`config.mk`:
```
export PLATFORM = sky130hd
export DESIGN_NAME = pipe_ctrl_flat
export DESIGN_NICKNAME = d
export VERILOG_FILES = /design/src/rtl/pipe_ctrl_if.sv /design/src/rtl/pipe_ctrl.sv /design/src/flat_wrapper.sv
export SDC_FILE = /design/constraint.sdc
export NUM_CORES = 1
export LEC_CHECK = 0
export CELL_PAD_IN_SITES_DETAIL_PLACEMENT = 0
export CELL_PAD_IN_SITES_GLOBAL_PLACEMENT = 1
export CORE_MARGIN = 4
export CORE_UTILIZATION = 45
export DETAILED_ROUTE_END_ITERATION = 10
export GPL_TIMING_DRIVEN = 1
export PLACE_DENSITY = 0.83
export SLEW_MARGIN = 30
export SYNTH_ARGS = -nofsm -noshare
export SYNTH_HDL_FRONTEND = slang
export SYNTH_SLANG_ARGS = --single-unit
```
`constraint.sdc`:
```
create_clock -name clk -period 6.6 [get_ports clk]
set_input_delay 0.99 -clock clk [delete_from_list [all_inputs] [get_ports clk]]
set_output_delay 0.99 -clock clk [all_outputs]
set_load 0.01 [all_outputs]
```
`src/rtl/pipe_ctrl_if.sv`:
```
// Pipeline control bus: stall requests and MEM exception info in, stall/flush/redirect out.
interface pipe_ctrl_if;
    logic        stallreq_from_if;
    logic        stallreq_from_id;
    logic        stallreq_from_ex;
    logic        stallreq_from_mem;
    logic [31:0] excepttype_i;
    logic [31:0] cp0_epc_i;
    logic [5:0]  stall;
    logic        flush;
    logic [31:0] new_pc;

    modport master (
        output stallreq_from_if, stallreq_from_id, stallreq_from_ex, stallreq_from_mem,
        output excepttype_i, cp0_epc_i,
        input  stall, flush, new_pc
    );

    modport slave (
        input  stallreq_from_if, stallreq_from_id, stallreq_from_ex, stallreq_from_mem,
        input  excepttype_i, cp0_epc_i,
        output stall, flush, new_pc
    );
endinterface

```
`src/rtl/pipe_ctrl.sv`:
```
// Five-stage pipeline control: stall vector, exception flush/redirect, stall-cycle
// counters and an EX-stall watchdog for bring-up.
module pipe_ctrl #(
    parameter logic [31:0] EXC_VECTOR = 32'h0000_0020,
    parameter logic [15:0] WDOG_LIMIT = 16'd1023
) (
    input  logic          clk,
    input  logic          rst,
    pipe_ctrl_if.slave    bus,
    input  logic [1:0]    cnt_sel,
    input  logic          cnt_clr,
    output logic [31:0]   cnt_value,
    output logic [31:0]   exc_count,
    output logic          wdog_trip
);
    typedef enum logic {RUN, REDIRECT} state_t;

    state_t            state, state_nxt;
    logic [5:0]        req_vec;
    logic [3:0]        win;          // one-hot winner: 0 IF, 1 ID, 2 EX, 3 MEM
    logic              accept;
    logic              flush_c;
    logic [31:0]       target;
    logic [31:0]       redir_pc;
    logic [3:0][31:0]  stall_cnt;
    logic [15:0]       run_cnt, run_nxt;

    always_comb begin
        req_vec = 6'b000000;
        win     = 4'b0000;
        if (bus.stallreq_from_mem) begin
            req_vec = 6'b011111; win = 4'b1000;
        end else if (bus.stallreq_from_ex) begin
            req_vec = 6'b001111; win = 4'b0100;
        end else if (bus.stallreq_from_id) begin
            req_vec = 6'b000111; win = 4'b0010;
        end else if (bus.stallreq_from_if) begin
            req_vec = 6'b000011; win = 4'b0001;
        end
    end

    // A MEM stall defers the flush; the latches keep excepttype_i stable meanwhile.
    assign accept = (state == RUN) && (bus.excepttype_i != 32'd0) && !bus.stallreq_from_mem;
    assign target = (bus.excepttype_i == 32'h0000_000e) ? bus.cp0_epc_i : EXC_VECTOR;

    always_comb begin
        state_nxt = state;
        flush_c   = 1'b0;
        case (state)
            RUN: if (accept) begin
                state_nxt = REDIRECT;
                flush_c   = 1'b1;
            end
            REDIRECT: state_nxt = RUN;
            default:  state_nxt = RUN;
        endcase
    end

    always_comb begin
        bus.stall  = 6'b000000;
        bus.flush  = 1'b0;
        bus.new_pc = 32'd0;
        if (rst) begin
            bus.stall  = flush_c ? 6'b000000 : req_vec;
            bus.flush  = flush_c;
            bus.new_pc = (state == REDIRECT) ? redir_pc : target;
        end
    end

    always_ff @(posedge clk or negedge rst) begin
        if (!rst) begin
            state    <= RUN;
            redir_pc <= 32'd0;
        end else begin
            state <= state_nxt;
            if (flush_c) redir_pc <= target;
        end
    end

    always_comb begin
        run_nxt = 16'd0;
        if (bus.stallreq_from_ex)
            run_nxt = (run_cnt >= WDOG_LIMIT) ? WDOG_LIMIT : run_cnt + 16'd1;
    end

    always_ff @(posedge clk or negedge rst) begin
        if (!rst) begin
            stall_cnt <= '0;
            exc_count <= 32'd0;
            run_cnt   <= 16'd0;
            wdog_trip <= 1'b0;
        end else if (cnt_clr) begin
            stall_cnt <= '0;
            exc_count <= 32'd0;
            run_cnt   <= 16'd0;
            wdog_trip <= 1'b0;
        end else begin
            // A flush overrides the stall vector, so no source wins that cycle.
            for (int i = 0; i < 4; i++)
                if (win[i] && !flush_c) stall_cnt[i] <= stall_cnt[i] + 32'd1;
            if (flush_c) exc_count <= exc_count + 32'd1;
            run_cnt <= run_nxt;
            if (bus.stallreq_from_ex && run_nxt == WDOG_LIMIT) wdog_trip <= 1'b1;
        end
    end

    assign cnt_value = stall_cnt[cnt_sel];

endmodule

```
`src/flat_wrapper.sv`:
```
// flat-port wrapper written by rule: the top's interface ports become plain ports
module pipe_ctrl_flat 
#(
    parameter logic [31:0] EXC_VECTOR = 32'h0000_0020,
    parameter logic [15:0] WDOG_LIMIT = 16'd1023
)
  (clk, rst, cnt_sel, cnt_clr, cnt_value, exc_count, wdog_trip, bus_stallreq_from_if, bus_stallreq_from_id, bus_stallreq_from_ex, bus_stallreq_from_mem, bus_excepttype_i, bus_cp0_epc_i, bus_stall, bus_flush, bus_new_pc);
  pipe_ctrl_if bus_i ();
  input  logic clk;
  input  logic rst;
  input  logic [1:0] cnt_sel;
  input  logic cnt_clr;
  output logic [31:0] cnt_value;
  output logic [31:0] exc_count;
  output logic wdog_trip;
  input wire logic [$bits(bus_i.stallreq_from_if)-1:0] bus_stallreq_from_if;
  input wire logic [$bits(bus_i.stallreq_from_id)-1:0] bus_stallreq_from_id;
  input wire logic [$bits(bus_i.stallreq_from_ex)-1:0] bus_stallreq_from_ex;
  input wire logic [$bits(bus_i.stallreq_from_mem)-1:0] bus_stallreq_from_mem;
  input wire logic [$bits(bus_i.excepttype_i)-1:0] bus_excepttype_i;
  input wire logic [$bits(bus_i.cp0_epc_i)-1:0] bus_cp0_epc_i;
  output wire logic [$bits(bus_i.stall)-1:0] bus_stall;
  output wire logic [$bits(bus_i.flush)-1:0] bus_flush;
  output wire logic [$bits(bus_i.new_pc)-1:0] bus_new_pc;
  assign bus_i.stallreq_from_if = bus_stallreq_from_if;
  assign bus_i.stallreq_from_id = bus_stallreq_from_id;
  assign bus_i.stallreq_from_ex = bus_stallreq_from_ex;
  assign bus_i.stallreq_from_mem = bus_stallreq_from_mem;
  assign bus_i.excepttype_i = bus_excepttype_i;
  assign bus_i.cp0_epc_i = bus_cp0_epc_i;
  assign bus_stall = bus_i.stall;
  assign bus_flush = bus_i.flush;
  assign bus_new_pc = bus_i.new_pc;
  pipe_ctrl #(.EXC_VECTOR(EXC_VECTOR), .WDOG_LIMIT(WDOG_LIMIT)) u_core (.clk(clk), .rst(rst), .bus(bus_i), .cnt_sel(cnt_sel), .cnt_clr(cnt_clr), .cnt_value(cnt_value), .exc_count(exc_count), .wdog_trip(wdog_trip));
endmodule
```
==> results.ini <==
[status]
status=completed

[clock_network]
clock_path_buffers=3
cts_buffers=25
cts_setup_buffers=0
path_clk_slew_ns=0.06
h-tree-depth=1
cts_root_buffer=clkbuf_16
cts_hold_buf=0
clkLatencyLatePin_ns=0.52
cts.sink_count=210
post_cts_resized=0
cts_tree=yes

[critical_path]
r2r-end=u_core.stall_cnt[45]$_DFFE_PN0P_
cp_slowest_stage_delay_ns=0.60
worst-path-buf-inv=3
worstSetupStartpointType=input pin
path_common_cell=clkdlybuf4s50_1
worstPathArrival_ns=3.91
crit_type=in -> out
end_kind=output port
cpMaxStageDelayCell=clkdlybuf4s50_1
critPathTopFamily=buffers and inverters
cp_cell_sequence=clkdlybuf4s50_1, nor4_4, nand4_4, nor3_4, buf_4, nand3_1, a21oi_1, clkdlybuf4s50_1
reg2regPathDepth=5
rrSetupSlack_ns=4.02
crit_path_max_fanout=62
crit_required_ns=5.61
r2r-start=u_core.stall_cnt[34]$_DFFE_PN0P_

[logic_synthesis]
avgSynthCellArea_um2=9.058
synth-seq-cells=210
synth.area.mux_share=0.06882
dominantRegCellSynth=dfrtp_1
synth-xor-area-share=0.02091
synth-compound-area-share=0.1699
yosysWarnings=0
synth_fa_ha_area_frac=0.005976
async_reset_ff_frac=1.000
synth_top_family_by_area=simple AND/OR/NAND/NOR gates
synth_top_area_cell=dfrtp_1
synth_edf_count=0
syn_area_mm2=0.01256
synth.area.top_cells=dfrtp_1, a21oi_1, mux4_2, nand2_1, o31ai_1
ys_seq_area_frac=0.4183
synthDominantCellAreaShare=0.4183
synthSimpleGateAreaFrac=0.2706
ys_types=57
syn_inst=1387

[floorplan]
io_pins=177
die_h_um=175.1
start_util=0.4623
die_w_um=175.1
die_area_mm2=0.03066
fp-row-count=60
core_mm2=0.02718

[sta]
worst_slew_margin_rel=0.3855
worst_pin_slew_ns=0.9217
post-route-period-util=0.7427
whs_ns=0.3571
slew_viol_final=0
hold_viol=0
finClkSkew_ns=0.006109
finalCriticalPeriod_ns=4.902
setup_violations=0
rsz0062_at_grt=false
setup-tns-final_ns=0
fmax_ghz=0.2040

[power_and_ir_drop]
power_density_mw_per_mm2=188.6
ir_drop_mv=0.1530
total_power_mw=2.900
p_leak_nw=5.520

[placed_design]
gp_congestion=0.8683
placed_cells=1856
io_buffers=175
post-dp-hpwl_mm=26.43
dpl_cell_area_mm2=0.01456

[drt]
drt_pass1_iterations=7
wire_per_inst_um=20.08
viasPerCell=6.160
via_count=11686
routed_wirelength_mm=38.09
drc_errors=0
drt_iter0_drc=1089
postRouteAntennaNets=0

[cells_and_area]
most-common-layout-cells=dfrtp_1, clkdlybuf4s50_1, nand2_1
area_growth_pct=22.35
drive_gt1_frac=0.07874
fin_cells=1897
nets=1590
final_common_cell=dfrtp_1
final_cell_area_mm2=0.01537
fillers=2458

[global_routing]
grt_pass1_vias=11208
grt_remaining_overflow=0
grt_max_degree=100
grt.total_usage=0.2431
grt_pass1_wl_mm=61.80
antenna_found_initial=2

[worst_hold_path]
hold_path_class=in -> async

[job]
maxCapViolations=0

-- cells in the mapped netlist, types with 3 or more instances --
library cell,instances
dfrtp_1,210
nand2_1,158
a21oi_1,156
nand3_1,105
clkbuf_1,75
o31ai_1,74
or4_1,73
o21ai_0,65
nor2_1,59
inv_1,41
nand4_1,34
mux4_2,32
and3_1,29
or3_1,29
nor3_1,25
xnor2_1,20
and4_1,19
nor4_1,16
nor2b_1,15
buf_2,13
and2_1,12
o2111ai_1,11
o211ai_1,11
o41ai_1,11
xor2_1,10
mux2_2,9
buf_1,8
nor4_4,8
a31oi_1,6
ha_1,6
a41o_1,5
nand2b_1,5
buf_4,4
nand4_4,3
-- how the worst max path moves through the flow --
stage | start | end | slack, ns | depth (start not counted)
CTS | bus_excepttype_i[12] | bus_new_pc[12] | 1.67 | 8
floorplan | bus_excepttype_i[5] | bus_stall[1] | 2.78 | 8
finish | bus_excepttype_i[5] | bus_new_pc[12] | 1.70 | 8
detailed placement | bus_excepttype_i[12] | bus_new_pc[28] | 1.67 | 8
global placement | bus_excepttype_i[12] | bus_new_pc[31] | 1.76 | 8
global route | bus_excepttype_i[12] | bus_new_pc[28] | 1.48 | 8
-- report_power, final --
part | internal, mW | switching (mW)
Sequential | 1.30 | 0.0102
Combinational | 0.0753 | 0.137
Clock | 0.843 | 0.537
-- metal layers --
layer | vias to the layer above | track usage | part of all wire
met3 | 58 | 0.05431 | 0.071
met1 | 5783 | 0.3501 | 0.44
li1 | 5489 | - | -
met4 | 2 | 0.05303 | 0.021
met5 | - | 0 | 0.00034
met2 | 354 | 0.3787 | 0.47
-- state kept, by name, indices dropped and copies added, names as in the netlist --
| register | count |
|---|---|
| u_core.stall_cnt | 128 |
| u_core.run_cnt | 16 |
| u_core.redir_pc | 32 |
| u_core.wdog_trip | 1 |
| u_core.exc_count | 32 |
| u_core.state | 1 |
-- stage by stage --
step	setup slack [ns]	util
5_1_grt	1.482	0.5655
4_1_cts	1.671	0.5655
6_report	1.698	0.5656
2_1_floorplan	2.780	-
3_3_place_gp	1.762	0.5351
3_5_place_dp	1.672	0.5358
-- cells by family (layout without fill, tap and decap cells) --
group | Yosys count | after routing
compound gates | 350 | 350
xor+xnor | 30 | 30
fa+ha+maj | 6 | 6
buf+inv | 143 | 274
flops | 210 | 210
mux | 45 | 45
other cells | 1 | 8
simple gates | 602 | 602
-- layout make-up --
cell class,instances,area (um^2),area share
diodes,1,2.502,0.0001628
clock buffers,37,740.7,0.04819
clock inverters,3,67.56,0.004396
inverters,43,161.4,0.01050
multi-input cells,1040,6799,0.4423
flip-flops and latches,210,5255,0.3419
well taps,372,465.4,0.03028
repair buffers,191,1879,0.1223
Note: power is estimated with default switching activity, not from simulation.
